### src/rtl/spi_flash_pkg.sv
// Shared types and constants for the SPI flash read responder.
package spi_flash_pkg;

    typedef enum logic [2:0] {
        StIdle,
        StCmd,
        StAddr,
        StDummy,
        StLoad,
        StData,
        StIgnore
    } state_e;

    localparam logic [7:0] OPC_READ      = 8'h03;
    localparam logic [7:0] OPC_FAST_READ = 8'h0B;

    localparam int unsigned CMD_BITS   = 8;
    localparam int unsigned ADDR_BITS  = 24;
    localparam int unsigned DATA_BITS  = 32;
    localparam int unsigned DUMMY_BITS = 8;
    localparam int unsigned CNT_W      = 6;

    // Lowest-address byte moves to the top so it is shifted out first.
    function automatic logic [31:0] byte_swap(input logic [31:0] w);
        return {w[7:0], w[15:8], w[23:16], w[31:24]};
    endfunction

endpackage

### src/rtl/spi_sck_edge.sv
// SCK edge and chip-select detection; SCK is synchronous to clock, so no synchronizers.
module spi_sck_edge (
    input  logic clock,
    input  logic reset,
    input  logic spi_sck,
    input  logic spi_ss,
    output logic rise,
    output logic fall,
    output logic ss_active,
    output logic ss_end
);

    logic sck_q;
    logic ss_q;

    always_ff @(posedge clock) begin
        if (reset) begin
            sck_q <= 1'b0;
            ss_q  <= 1'b1;
        end else begin
            sck_q <= spi_sck;
            ss_q  <= spi_ss;
        end
    end

    assign rise      = spi_sck & ~sck_q;
    assign fall      = ~spi_sck & sck_q;
    assign ss_active = ~spi_ss;
    assign ss_end    = spi_ss & ~ss_q;

endmodule

### src/rtl/spi_flash_resp.sv
// SPI flash responder: READ (0x03) with auto-incrementing word fetches, mode 0.
// Define SPI_FLASH_FAST_READ_EN to also accept FAST_READ (0x0B) with 8 dummy clocks.
module spi_flash_resp
    import spi_flash_pkg::*;
#(
    parameter int unsigned MEM_AW   = 22,
    parameter logic [7:0]  CMD_READ = OPC_READ
) (
    input  logic              clock,
    input  logic              reset,
    input  logic              spi_sck,
    input  logic              spi_ss,
    input  logic              spi_mosi,
    output logic              spi_miso,
    output logic              mem_ren,
    output logic [MEM_AW-1:0] mem_raddr,
    input  logic [31:0]       mem_rdata
);

    logic rise;
    logic fall;
    logic ss_active;
    logic ss_end;

    spi_sck_edge u_edge (
        .clock     (clock),
        .reset     (reset),
        .spi_sck   (spi_sck),
        .spi_ss    (spi_ss),
        .rise      (rise),
        .fall      (fall),
        .ss_active (ss_active),
        .ss_end    (ss_end)
    );

    state_e                 state_q, state_d;
    logic [CNT_W-1:0]       cnt_q, cnt_d;
    logic [ADDR_BITS-2:0]   rx_q, rx_d;
    logic [DATA_BITS-2:0]   tx_q, tx_d;
    logic [MEM_AW-1:0]      raddr_q, raddr_d;
    logic                   miso_q, miso_d;
    logic                   skip_q, skip_d;
    logic                   fast_q, fast_d;
    logic                   ren;
    logic                   op_fast;
    logic [CMD_BITS-1:0]    opcode;
    logic [DATA_BITS-1:0]   word;

    assign opcode = {rx_q[CMD_BITS-2:0], spi_mosi};
    assign word   = byte_swap(mem_rdata);

`ifdef SPI_FLASH_FAST_READ_EN
    assign op_fast = (opcode == OPC_FAST_READ);
`else
    assign op_fast = 1'b0;
`endif

    always_comb begin
        state_d = state_q;
        cnt_d   = cnt_q;
        rx_d    = rx_q;
        tx_d    = tx_q;
        raddr_d = raddr_q;
        miso_d  = miso_q;
        skip_d  = skip_q;
        fast_d  = fast_q;
        ren     = 1'b0;

        if (state_q != StIdle && (ss_end || !ss_active)) begin
            state_d = StIdle;
            cnt_d   = '0;
            miso_d  = 1'b1;
            skip_d  = 1'b0;
            fast_d  = 1'b0;
        end else begin
            unique case (state_q)
                StIdle: begin
                    miso_d = 1'b1;
                    if (ss_active) begin
                        state_d = StCmd;
                        cnt_d   = '0;
                    end
                end
                StCmd: begin
                    if (rise) begin
                        rx_d = {rx_q[ADDR_BITS-3:0], spi_mosi};
                        if (cnt_q == CNT_W'(CMD_BITS - 1)) begin
                            cnt_d   = '0;
                            fast_d  = op_fast;
                            state_d = (opcode == CMD_READ || op_fast) ? StAddr : StIgnore;
                        end else begin
                            cnt_d = cnt_q + CNT_W'(1);
                        end
                    end
                end
                StAddr: begin
                    if (rise) begin
                        rx_d = {rx_q[ADDR_BITS-3:0], spi_mosi};
                        if (cnt_q == CNT_W'(ADDR_BITS - 1)) begin
                            // rx_q holds address bits [23:1]; byte offset bits are dropped.
                            cnt_d   = '0;
                            raddr_d = MEM_AW'(rx_q[ADDR_BITS-2:1]);
                            if (fast_q) begin
                                state_d = StDummy;
                            end else begin
                                ren     = 1'b1;
                                skip_d  = 1'b1;
                                state_d = StLoad;
                            end
                        end else begin
                            cnt_d = cnt_q + CNT_W'(1);
                        end
                    end
                end
                StDummy: begin
                    if (rise) begin
                        if (cnt_q == CNT_W'(DUMMY_BITS - 1)) begin
                            cnt_d   = '0;
                            ren     = 1'b1;
                            skip_d  = 1'b1;
                            state_d = StLoad;
                        end else begin
                            cnt_d = cnt_q + CNT_W'(1);
                        end
                    end
                end
                StLoad: begin
                    miso_d  = word[DATA_BITS-1];
                    tx_d    = word[DATA_BITS-2:0];
                    cnt_d   = '0;
                    state_d = StData;
                end
                StData: begin
                    if (fall) begin
                        // The fall closing the last address/dummy clock must not advance
                        // past bit 0, which the master has not sampled yet.
                        if (skip_q) begin
                            skip_d = 1'b0;
                        end else if (cnt_q == CNT_W'(DATA_BITS - 1)) begin
                            ren     = 1'b1;
                            raddr_d = raddr_q + MEM_AW'(1);
                            state_d = StLoad;
                        end else begin
                            miso_d = tx_q[DATA_BITS-2];
                            tx_d   = {tx_q[DATA_BITS-3:0], 1'b0};
                            cnt_d  = cnt_q + CNT_W'(1);
                        end
                    end
                end
                StIgnore: begin
                    miso_d = 1'b1;
                end
                default: begin
                    state_d = StIdle;
                end
            endcase
        end
    end

    always_ff @(posedge clock) begin
        if (reset) begin
            state_q <= StIdle;
            cnt_q   <= '0;
            rx_q    <= '0;
            tx_q    <= '0;
            raddr_q <= '0;
            miso_q  <= 1'b1;
            skip_q  <= 1'b0;
            fast_q  <= 1'b0;
        end else begin
            state_q <= state_d;
            cnt_q   <= cnt_d;
            rx_q    <= rx_d;
            tx_q    <= tx_d;
            raddr_q <= raddr_d;
            miso_q  <= miso_d;
            skip_q  <= skip_d;
            fast_q  <= fast_d;
        end
    end

    assign spi_miso  = miso_q;
    assign mem_ren   = ren & ~reset;
    assign mem_raddr = raddr_d;

endmodule
### config.mk
export PLATFORM = sky130hd
export DESIGN_NAME = spi_flash_resp
export DESIGN_NICKNAME = d
export VERILOG_FILES = /design/src/rtl/spi_flash_pkg.sv /design/src/rtl/spi_sck_edge.sv /design/src/rtl/spi_flash_resp.sv
export SDC_FILE = /design/constraint.sdc
export NUM_CORES = 1
export LEC_CHECK = 0
export ABC_AREA = 0
export CORE_ASPECT_RATIO = 0.8
export CORE_MARGIN = 4
export CORE_UTILIZATION = 50
export DETAILED_ROUTE_END_ITERATION = 16
export PLACE_DENSITY = 0.79
export SLEW_MARGIN = 5
export SYNTH_ARGS = -nofsm -noshare
export SYNTH_HDL_FRONTEND = slang
export SYNTH_SLANG_ARGS = --single-unit
### constraint.sdc
create_clock -name clock -period 6.1 [get_ports clock]
set_input_delay 1.22 -clock clock [delete_from_list [all_inputs] [get_ports clock]]
set_output_delay 1.22 -clock clock [all_outputs]
set_load 0.005 [all_outputs]
# Yosys cells after proc, flatten, opt, wreduce, memory -nomap -nowiden
# Index checks and enable logic that the tools add are counted.
# word_totals
ff_bits	89
inputBits	37
output_inout_bits	24
# classes
add_sub_neg	2
eq_ne	22
muxes	51
bitwise	10
reduce_logical	18
# op_table
cell	n
$mux W22	6
$mux W31	3
$pmux W31 S2	1
$mux W6	8
$pmux W22 S2	1
$mux W3	11
$pmux W6 S5	1
$add A22 B1 Y22 const B	1
$ne A2 B2 Y1 const B	11
$pmux W3 S7	1
$mux W1	16
$eq A6 B5 Y1 const B	2
$reduce_and A11 Y1	1
$eq A3 B3 Y1 const B	3
$pmux W1 S3	3
$reduce_bool A3 Y1	3
$eq A8 B2 Y1 const B	1
$reduce_or A2 Y1	4
$reduce_and A7 Y1	1
$add A6 B1 Y6 const B	1
$eq A3 B2 Y1 const B	2
$eq A6 B3 Y1 const B	1
$not A1 Y1	6
$reduce_and A6 Y1	1
other kinds (11)	14

# Longest topological paths before layout
# Gate-level depths: netlist of run 1.
# logic_depth
word_depth	7
ltp_mapped	8

# By module
# From an unflattened synthesis of run 1, not the netlist that was laid out.
# hier_totals
hier_cells	616
hier_area_um2	4879.7
# by_module_without_submodules
module	instances	cells_per_inst	area_each_um2	seq_area_each_um2
spi_flash_resp	1	608	4804.6	1741.7
spi_sck_edge	1	8	75.1	40.0

# Worst setup path after synthesis of run 1
# OpenSTA, ideal clock, no wires.
# synth_path
path_kind	in2out
from	input port spi_ss
to	output port mem_raddr[21]
arrival_ps	2615
required_time_ps	4880
setup_slack_ps	2265
path_stages	6
path_buffers	1
path_cell_list	buf_2 > or4b_2 > nor3_4 > and2_1 > a211oi_1 > nand2_1
# synth_via
elab_chain_len	4
# synth_lines
item	line_no	rtl
start: declaration	spi_flash_resp.sv:12	input logic spi_ss,
$and A1 B1 Y1	spi_sck_edge.sv:29	assign ss_end = spi_ss & ~ss_q;
$logic_or A1 B1 Y1 (*)	spi_flash_resp.sv:69	if (state_q != StIdle && (ss_end || !ss_active)) begin
$logic_and A1 B1 Y1 (*)	spi_flash_resp.sv:69	
$mux W22 (*)	spi_flash_resp.sv:69	
end: declaration	spi_flash_resp.sv:16	output logic [MEM_AW-1:0] mem_raddr,
# Every way passes the cells marked *; elsewhere a longest branch is shown, timed or not.

# Final worst setup path of run 1
# layout_path
from	input port spi_sck
to	output port mem_raddr[17]
# layout_via
elab_chain_len	5
word_cells_on_any_way	7
cone_classes	mux (4); bitwise (3)
# layout_lines
item	line_no	rtl
start: declaration	spi_flash_resp.sv:11	input logic spi_sck,
$not A1 Y1	spi_sck_edge.sv:27	assign fall = ~spi_sck & sck_q;
$and A1 B1 Y1	spi_sck_edge.sv:27	
$mux W22	spi_flash_resp.sv:134	if (fall) begin
$pmux W22 S2 (*)	spi_flash_resp.sv:76	unique case (state_q)
$mux W22 (*)	spi_flash_resp.sv:69	
# Marks and branches as above.

==> results.py, run 1 <==
metrics = {
    "floorplan": {
        "die_w_um": 117,
        "row_count": 31,
        "die_area_mm2": 0.0112,
        "dieHeight_um": 95.5,
        "core_mm2": 0.00919,
        "ios": 61,
        "start_util_pct": 52.0,
    },
    "sta": {
        "skew_ns": 0.00825,
        "tightest_slew_ns": 0.887,
        "max_freq_mhz": 193,
        "setup_tns_ns": 0,
        "slew_headroom_pct": 40.7,
        "finalCritPeriodShare_pct": 85.1,
        "fin_crit_ns": 5.19,
        "finalSetupViolCount": 0,
        "fin_hold_ws_ns": 0.474,
        "finalHoldViolations": 0,
        "rsz0062_at_grt": "false",
        "maxSlewViolCount": 0,
    },
    "logic_synthesis": {
        "avgSynthCellArea_um2": 7.89,
        "synth.area.top_cells": "dfxtp_1 37%, nand2_1 6.9%, mux2i_1 6.3%",
        "synth-seq-cells": 88,
        "synth_edf_count": 0,
        "yosysWarnings": 0,
        "ys_types": 68,
        "ys_seq_area_share_pct": 36.8,
        "synth_area_leader_cell": "dfxtp_1",
        "yosys_most_used_dff": "dfxtp_1",
        "syn_nets": 645,
        "synth_cells": 606,
        "synth_top_area_share_pct": 36.8,
        "synth-async-reset-ratio_pct": 0,
        "synth_area_mm2": 0.00478,
    },
    "clock_tree": {
        "htree_levels": 3,
        "cts_resized": 0,
        "clk_path_buf_depth": 2,
        "clock_sinks": 88,
        "path_clk_slew_ns": 0.06,
        "cts_buffers": 9,
        "clk_latency_ns": 0.35,
        "cts_tree": "done",
        "cts_root_buffer": "clkbuf_16",
        "cts_setup_buffers": 0,
        "hold_buffers": 0,
    },
    "global_routing": {
        "antenna_found_initial": 0,
        "grt.overflow.total": 0,
        "grt_max_degree": 81,
        "first_global_vias": 4276,
        "grt_pass1_wl_um": 21300,
        "grt_use_total_pct": 23.3,
    },
    "detailed_routing": {
        "avgViaCountPerCell": 6.29,
        "drt_iter0_drc": 488,
        "firstDrtPassIters": 5,
        "num_vias": 4760,
        "drcViolationCount": 0,
        "wirelength_um": 12900,
        "antenna_left": 0,
        "wl_per_cell_um": 17.1,
    },
    "hold_path": {
        "holdPathEnd": "tx_q[16]",
        "hold_class": "flop to flop",
        "hold_depth": 2,
        "min_from": "tx_q[15]",
    },
    "place": {
        "placed_cell_area_mm2": 0.00539,
        "place_hpwl_um": 8940,
        "place.gp.congestion": 0.907,
        "portBuffers": 60,
    },
    "setup_path": {
        "r2r_setup_slack_ns": 2.87,
        "rr_startpoint": "state_q[2]",
        "setup.worst_path.start_class": "primary input",
        "ff2ff_path_depth": 6,
        "critPathLaunch": "spi_sck",
        "cp-end-kind": "output port",
        "critPathMaxFanout": 6,
        "crit_arrival_ns": 3.97,
        "r2r-end": "tx_q[11]",
        "path_class": "primary input to output port",
        "crit_required_ns": 4.88,
    },
    "job": {
        "max_cap_viol_count": 0,
    },
    "layout": {
        "nFillCells": 809,
        "area_growth_syn_to_layout_pct": 18.9,
        "diodes": 0,
        "fin_nets": 676,
        "drive_gt1_share_pct": 6.07,
        "post-route-cell-area_mm2": 0.00569,
    },
    "power": {
        "ir_worst_vdd_v": 0.000178,
        "leakagePower_nw": 2.11,
        "pwr_density_cell_mw_per_mm2": 223,
    },
    "run_status": {
        "outcome": "finished, final reports clean",
    },
}
-- cells in the mapped netlist, types with 11 or more instances --
master	n
clkbuf_1	30
dfxtp_1	88
a21oi_1	29
nand2_1	88
nand4_1	17
o21ai_0	23
nor2_1	77
inv_1	12
a311oi_1	31
nand3_1	21
nor3_1	11
mux2i_1	30
buf_2	13
-- registers in the layout (all words and copies together), names as in the netlist --
signal / flops
rx_q: 23
raddr_q: 22
u_edge.sck_q: 1
cnt_q: 6
state_q: 3
skip_q: 1
tx_q: 31
spi_miso: 1
-- critical path: stages --
cell             delay [ns]
clkdlybuf4s50_1        0.54
nor3b_4                0.32
nand3_2                0.21
or4_1                  0.63
or4_1                  0.45
nand3_1                0.11
clkdlybuf4s50_1        0.50
-- logic make-up after synthesis --
group / share of synthesized area (%)
AOI/OAI and AO/OA: 21.4
xor gates and xnor gates: 1.28
adders and majority gates: 0.523
buffers and inverters: 5.23
DFF: 36.8
muxes: 6.99
and+or+nand+nor: 27.8
-- layout by cell type, fill, tap and decap left out, types with 9 or more instances in the layout --
cell,count
clkbuf_16,9
o21ai_0,23
mux2i_1,30
a311oi_1,31
o22ai_1,10
nand2_1,88
nor2_1,77
dfxtp_1,88
clkdlybuf4s50_1,59
inv_1,12
nand4_1,17
nand3_1,21
a31oi_1,10
nor3_1,11
a21oi_1,29
-- how the worst max path moves through the flow --
stage | to | cells past startpoint
2_1_floorplan | mem_raddr[21] | 6
3_3_place_gp | mem_raddr[9] | 7
3_5_place_dp | mem_raddr[17] | 7
4_1_cts | mem_raddr[17] | 7
5_1_grt | mem_raddr[9] | 7
6_report | mem_raddr[17] | 7
-- metal layers --
layer	track usage (%)	vias to the layer above	share of wire, %
met5	0	-	0
met3	6.05	20	9.1
li1	-	2295	-
met1	32.8	2227	46
met4	7.42	0	1.6
met2	35.0	218	43
-- area by class of cell --
class / instances / area [um^2] / share of cell area, %
tap: 115 / 144 / 2.53
timing repair buffer: 68 / 656 / 11.5
clock inverter: 4 / 53.8 / 0.946
inverter: 12 / 45.0 / 0.792
sequential: 88 / 1760 / 31.0
multi-input combinational: 458 / 2780 / 48.9
clock buffer: 12 / 246 / 4.33
-- power breakdown --
group / internal (W) / total [W] / switching [W]
sequential: 0.000585 / 0.000595 / 0.0000104
clock: 0.000330 / 0.000559 / 0.000230
combinational: 0.0000514 / 0.000112 / 0.0000606
-- per-stage QoR --
| stage | worst slack, ns | total power (W) | instances | util [%] |
|---|---|---|---|---|
| after floorplan | 2.27 | 0.000676 | 606 | - |
| after global placement | 0.979 | 0.000716 | 741 | 58.6 |
| after detailed placement | 0.969 | 0.000719 | 741 | 58.6 |
| after CTS | 0.963 | 0.00127 | 757 | 61.9 |
| after global routing | 0.742 | 0.00131 | 757 | 61.9 |
| final | 0.907 | 0.00127 | 757 | 61.9 |
(Power assumes the default switching activity.)
==> run 2: changes to the inputs <==
GPL_ROUTABILITY_DRIVEN = 0   (was default)
PLACE_DENSITY = 0.78   (was 0.79)
SLEW_MARGIN = default   (was 5)
==> run 2 against run 1 <==
Net effect: combinational power hardly changed; critical path depth stayed put; global-route usage is 0.16 points lower; clock power is 6.4% lower; worst setup slack worse by 0.0062 ns; largest power group unchanged; sequential share of layout area is 0.14 points higher; critical path type unchanged.
==> results.py, run 2 (synthesis gave the netlist of run 1 again) <==
metrics = {
    "setup_path": {
        "ff2ff_path_depth": 6,
        "critPathMaxFanout": 17,
        "path_class": "primary input to output port",
        "crit_slowest_cell": "clkdlybuf4s50_1",
        "crit_required_ns": 4.88,
        "path_depth": 7,
        "cp-end-kind": "output port",
        "setup.worst_path.start_class": "primary input",
        "crit_arrival_ns": 3.98,
        "max_stage_delay_ns": 0.61,
        "path_common_cell": "clkdlybuf4s50_1",
        "crit_buf_inv": 2,
        "critPathTopFamily": "buffers and inverters",
        "worstPathCellList": "clkdlybuf4s50_1 > and2b_1 > nand3_2 > a21o_1 > a221oi_1 > nand2_1 > clkdlybuf4s50_1",
    },
    "place": {
        "portBuffers": 60,
        "place_hpwl_um": 8890,
        "dpl.cell_count": 740,
    },
    "sta": {
        "rsz0062_at_grt": "false",
        "maxSlewViolCount": 0,
        "max_freq_mhz": 192,
        "finalHoldViolations": 0,
        "fin_crit_ns": 5.20,
        "slew_headroom_pct": 41.7,
        "skew_ns": 0.00595,
        "finalCritPeriodShare_pct": 85.2,
        "setup_tns_ns": 0,
        "finalSetupViolCount": 0,
        "tightest_slew_ns": 0.874,
    },
    "detailed_routing": {
        "drt_iter0_drc": 550,
        "route.met2.wl_um": 5510,
        "avgViaCountPerCell": 6.33,
        "wl_per_cell_um": 17.0,
        "num_vias": 4782,
        "top_layer": "met4",
        "wl_met1_um": 5990,
        "antenna_left": 0,
        "wl_met3_um": 1160,
        "firstDrtPassIters": 8,
        "drcViolationCount": 0,
        "wirelength_um": 12800,
    },
    "floorplan": {
        "core_mm2": 0.00919,
        "die_w_um": 117,
        "start_util_pct": 52.0,
        "ios": 61,
        "dieHeight_um": 95.5,
        "row_count": 31,
        "die_area_mm2": 0.0112,
    },
    "run_status": {
        "outcome": "finished, final reports clean",
    },
    "global_routing": {
        "grt_use_total_pct": 23.1,
        "first_global_vias": 4251,
        "antenna_found_initial": 0,
        "grt_pass1_wl_um": 21400,
        "grt_max_degree": 81,
        "grt.overflow.total": 0,
    },
    "power": {
        "leakagePower_nw": 2.10,
        "ir_worst_vdd_v": 0.000141,
        "pwr_density_cell_mw_per_mm2": 217,
    },
    "layout": {
        "multi_input_area_mm2": 0.00278,
        "final_cell_mix": "88 x nand2_1, 88 x dfxtp_1, 77 x nor2_1",
        "layout.cells.non_filler": 756,
        "fin_nets": 675,
        "seq_area_mm2": 0.00176,
        "top_regs": "tx_q x31, rx_q x23, raddr_q x22",
        "drive_gt1_share_pct": 6.24,
        "largest-register": "tx_q",
        "area_growth_syn_to_layout_pct": 18.4,
        "largest_reg_flops": 31,
        "nFillCells": 790,
        "diodes": 0,
    },
    "clock_tree": {
        "hold_buffers": 0,
        "cts_tree": "done",
        "clk_latency_ns": 0.34,
        "htree_levels": 3,
        "cts_resized": 0,
        "cts_setup_buffers": 0,
        "path_clk_slew_ns": 0.07,
        "cts_buffers": 9,
        "clock_sinks": 88,
        "clk_path_buf_depth": 2,
        "cts_root_buffer": "clkbuf_16",
    },
    "job": {
        "max_cap_viol_count": 0,
    },
    "hold_path": {
        "hold_class": "flop to flop",
        "hold_depth": 2,
    },
}
-- run 2: cell count changes in the layout (fill, tap and decap cells not counted) --
cell	delta
clkinv_2	+2
clkbuf_1	-2
bufinv_16	-1
inv_6	+2
buf_4	-1
clkinv_4	-1
-- run 2: layout make-up --
cell class	instances	area share [%]
clock inverter	6	0.751
inverter	12	0.796
clock buffer	10	4.22
timing repair buffer	67	11.4
tap	115	2.54
multi-input combinational	458	49.1
sequential	88	31.1
-- run 2: per-layer routing --
layer  vias to the layer above  global-route usage, %
met5                         -                      0
met3                        20                   5.81
met4                         0                   7.81
li1                       2297                      -
met2                       244                   34.1
met1                      2221                   33.1
-- run 2: final timing paths --
path | start | slack [ns] | end
hold reg to reg | tx_q[8] | 0.48 | tx_q[9]
setup / recovery | spi_sck | 0.90 | mem_raddr[9]
hold / removal | tx_q[8] | 0.48 | tx_q[9]
setup reg to reg | state_q[2] | 2.89 | tx_q[8]
-- run 2: per-stage QoR --
step	util, %	power [W]	hold slack (ns)	setup slack (ns)	cell area [um^2]
2_1_floorplan	-	0.000676	0.446	2.27	4780
3_3_place_gp	58.5	0.000715	0.457	1.01	5380
3_5_place_dp	58.5	0.000718	0.468	0.960	5380
4_1_cts	61.6	0.00124	0.480	0.946	5660
5_1_grt	61.6	0.00127	0.491	0.738	5660
6_report	61.6	0.00123	0.476	0.901	5660
-- run 2: power breakdown --
group	switching, W	internal (W)
combinational	0.0000579	0.0000509
clock	0.000235	0.000289
sequential	0.0000138	0.000585
-- run 2: tightest hold or removal path: cells and delay by family, from the launching register on --
| family | cells | cell delay (ns) |
|---|---|---|
| flops | 1 | 0.31 |
| compound gates | 1 | 0.07 |
| simple gates | 1 | 0.05 |
==> run 3: changes to the inputs <==
CORE_UTILIZATION = 45   (was 50)
PLACE_DENSITY = 0.72   (was 0.78)
==> run 3 against run 2 <==
Net effect: hold slack worse by 0.0042 ns; total power up 1.3%; final area up 0.73%; routed wire length grew 0.43%; sequential cell count is the same; critical path depth unchanged; global-route usage down 2.1 points; worst setup slack better by 0.00074 ns; clock power is 3% higher; clock-buffer cell count rose by 1; largest cell class unchanged; non-clock buffer count is the same; utilization fell by 6.3 points.
==> results.py, run 3 (synthesis gave the netlist of run 1 again) <==
metrics = {
    "run_status": {
        "outcome": "finished, final reports clean",
    },
    "layout": {
        "post-route-cell-area_mm2": 0.00570,
        "top_regs": "tx_q x31, rx_q x23, raddr_q x22",
        "seq_area_mm2": 0.00176,
        "diodes": 0,
        "drive_gt1_share_pct": 6.24,
        "multi_input_area_mm2": 0.00278,
        "largest-register": "tx_q",
        "largest_reg_flops": 31,
        "nFillCells": 1017,
        "area_growth_syn_to_layout_pct": 19.3,
        "final_cell_mix": "88 x nand2_1, 88 x dfxtp_1, 77 x nor2_1",
        "fin_nets": 675,
        "layout.cells.non_filler": 781,
    },
    "clock_tree": {
        "cts_buffers": 9,
        "cts_root_buffer": "clkbuf_16",
        "cts_setup_buffers": 0,
        "cts_tree": "done",
        "clk_latency_ns": 0.34,
        "clock_sinks": 88,
        "cts_resized": 0,
        "clk_path_buf_depth": 2,
        "hold_buffers": 0,
        "path_clk_slew_ns": 0.07,
        "htree_levels": 3,
    },
    "detailed_routing": {
        "wl_per_cell_um": 16.5,
        "wirelength_um": 12900,
        "num_vias": 4724,
        "antenna_left": 0,
        "drcViolationCount": 0,
        "drt_iter0_drc": 522,
        "avgViaCountPerCell": 6.05,
        "firstDrtPassIters": 5,
    },
    "setup_path": {
        "max_stage_delay_ns": 0.62,
        "ff2ff_path_depth": 5,
        "crit_required_ns": 4.88,
        "path_class": "primary input to output port",
        "path_common_cell": "clkdlybuf4s50_1",
        "rr_startpoint": "state_q[0]",
        "crit_arrival_ns": 3.98,
        "worstPathCellList": "clkdlybuf4s50_1 > and2b_1 > nand3_2 > a21o_1 > a221oi_1 > nand2_1 > clkdlybuf4s50_1",
        "cp-end-kind": "output port",
        "r2r_setup_slack_ns": 3.23,
        "crit_slowest_cell": "clkdlybuf4s50_1",
        "setup.worst_path.start_class": "primary input",
        "critPathMaxFanout": 17,
        "r2r-end": "raddr_q[6]",
        "critPathTopFamily": "buffers and inverters",
        "crit_buf_inv": 2,
        "path_depth": 7,
    },
    "power": {
        "pwr_density_cell_mw_per_mm2": 219,
        "ir_worst_vdd_v": 0.000150,
        "leakagePower_nw": 2.11,
    },
    "place": {
        "placed_cell_area_mm2": 0.00541,
        "place_hpwl_um": 8840,
        "dpl.cell_count": 765,
        "portBuffers": 60,
    },
    "floorplan": {
        "die_area_mm2": 0.0124,
        "die_w_um": 123,
        "start_util_pct": 46.3,
        "ios": 61,
        "core_mm2": 0.0103,
        "row_count": 33,
        "dieHeight_um": 100,
    },
    "global_routing": {
        "antenna_found_initial": 0,
        "grt_use_total_pct": 21.0,
        "grt_max_degree": 81,
        "first_global_vias": 4240,
        "grt_pass1_wl_um": 21100,
        "grt.overflow.total": 0,
    },
    "sta": {
        "slew_headroom_pct": 41.8,
        "finalSetupViolCount": 0,
        "setup_tns_ns": 0,
        "skew_ns": 0.00913,
        "finalHoldViolations": 0,
        "finalCritPeriodShare_pct": 85.2,
        "tightest_slew_ns": 0.873,
        "maxSlewViolCount": 0,
        "max_freq_mhz": 192,
        "rsz0062_at_grt": "false",
        "fin_crit_ns": 5.20,
    },
    "hold_path": {
        "hold_depth": 2,
        "hold_class": "flop to flop",
        "holdPathEnd": "tx_q[17]",
        "min_from": "tx_q[16]",
    },
    "job": {
        "max_cap_viol_count": 0,
    },
}
[run 3: changes by cell type in the layout (fill, tap and decap cells not counted), sizes merged]
cell | before | now
clkbuf | 10 | 11
clkinvlp | 2 | 1
[run 3: report_power, final]
part | leakage [nW] | total (W) | switching [W] | internal (W)
clock network | 0.143 | 0.000541 | 0.000239 | 0.000301
logic | 1.26 | 0.000108 | 0.0000570 | 0.0000508
registers | 0.710 | 0.000598 | 0.0000135 | 0.000585
[run 3: per-layer routing]
metal  track usage [%]  vias up  share of wire, %
li1                  -     2289                 -
met3              5.58       16               9.1
met4              5.62        0               1.4
met1              31.8     2191                47
met5                 0        -                 0
met2              29.3      228                42
[run 3: worst reg2reg max path, delay by kind of cell, from the launching register on]
family	cells	cell delay, ns
and+or+nand+nor	3	1.02
AOI/OAI and AO/OA	2	0.80
DFF	1	0.89
[run 3: how the worst max path moves through the flow]
stage | from | to | slack [ns]
after detailed placement | spi_sck | mem_raddr[9] | 0.95
final | spi_sck | mem_raddr[9] | 0.90
after global routing | spi_sck | mem_raddr[9] | 0.69
after floorplan | spi_ss | mem_raddr[21] | 2.27
after CTS | spi_sck | mem_raddr[9] | 0.94
after global placement | spi_sck | mem_raddr[9] | 0.99
[run 3: layout make-up]
cell class	count	share of cell area [%]
Multi-Input combinational cell	458	48.8
Sequential cell	88	30.9
Timing Repair Buffer	67	11.4
Clock buffer	11	4.43
Tap cell	140	3.07
Inverter	12	0.790
Clock inverter	5	0.680
[run 3: stage by stage]
stage / total power, W / util [%] / hold slack [ns] / setup slack, ns
after floorplan: 0.000676 / - / 0.446 / 2.27
after global placement: 0.000716 / 52.4 / 0.458 / 0.993
after detailed placement: 0.000718 / 52.4 / 0.468 / 0.946
after CTS: 0.00126 / 55.2 / 0.479 / 0.942
after global routing: 0.00129 / 55.2 / 0.489 / 0.695
final: 0.00125 / 55.2 / 0.472 / 0.902
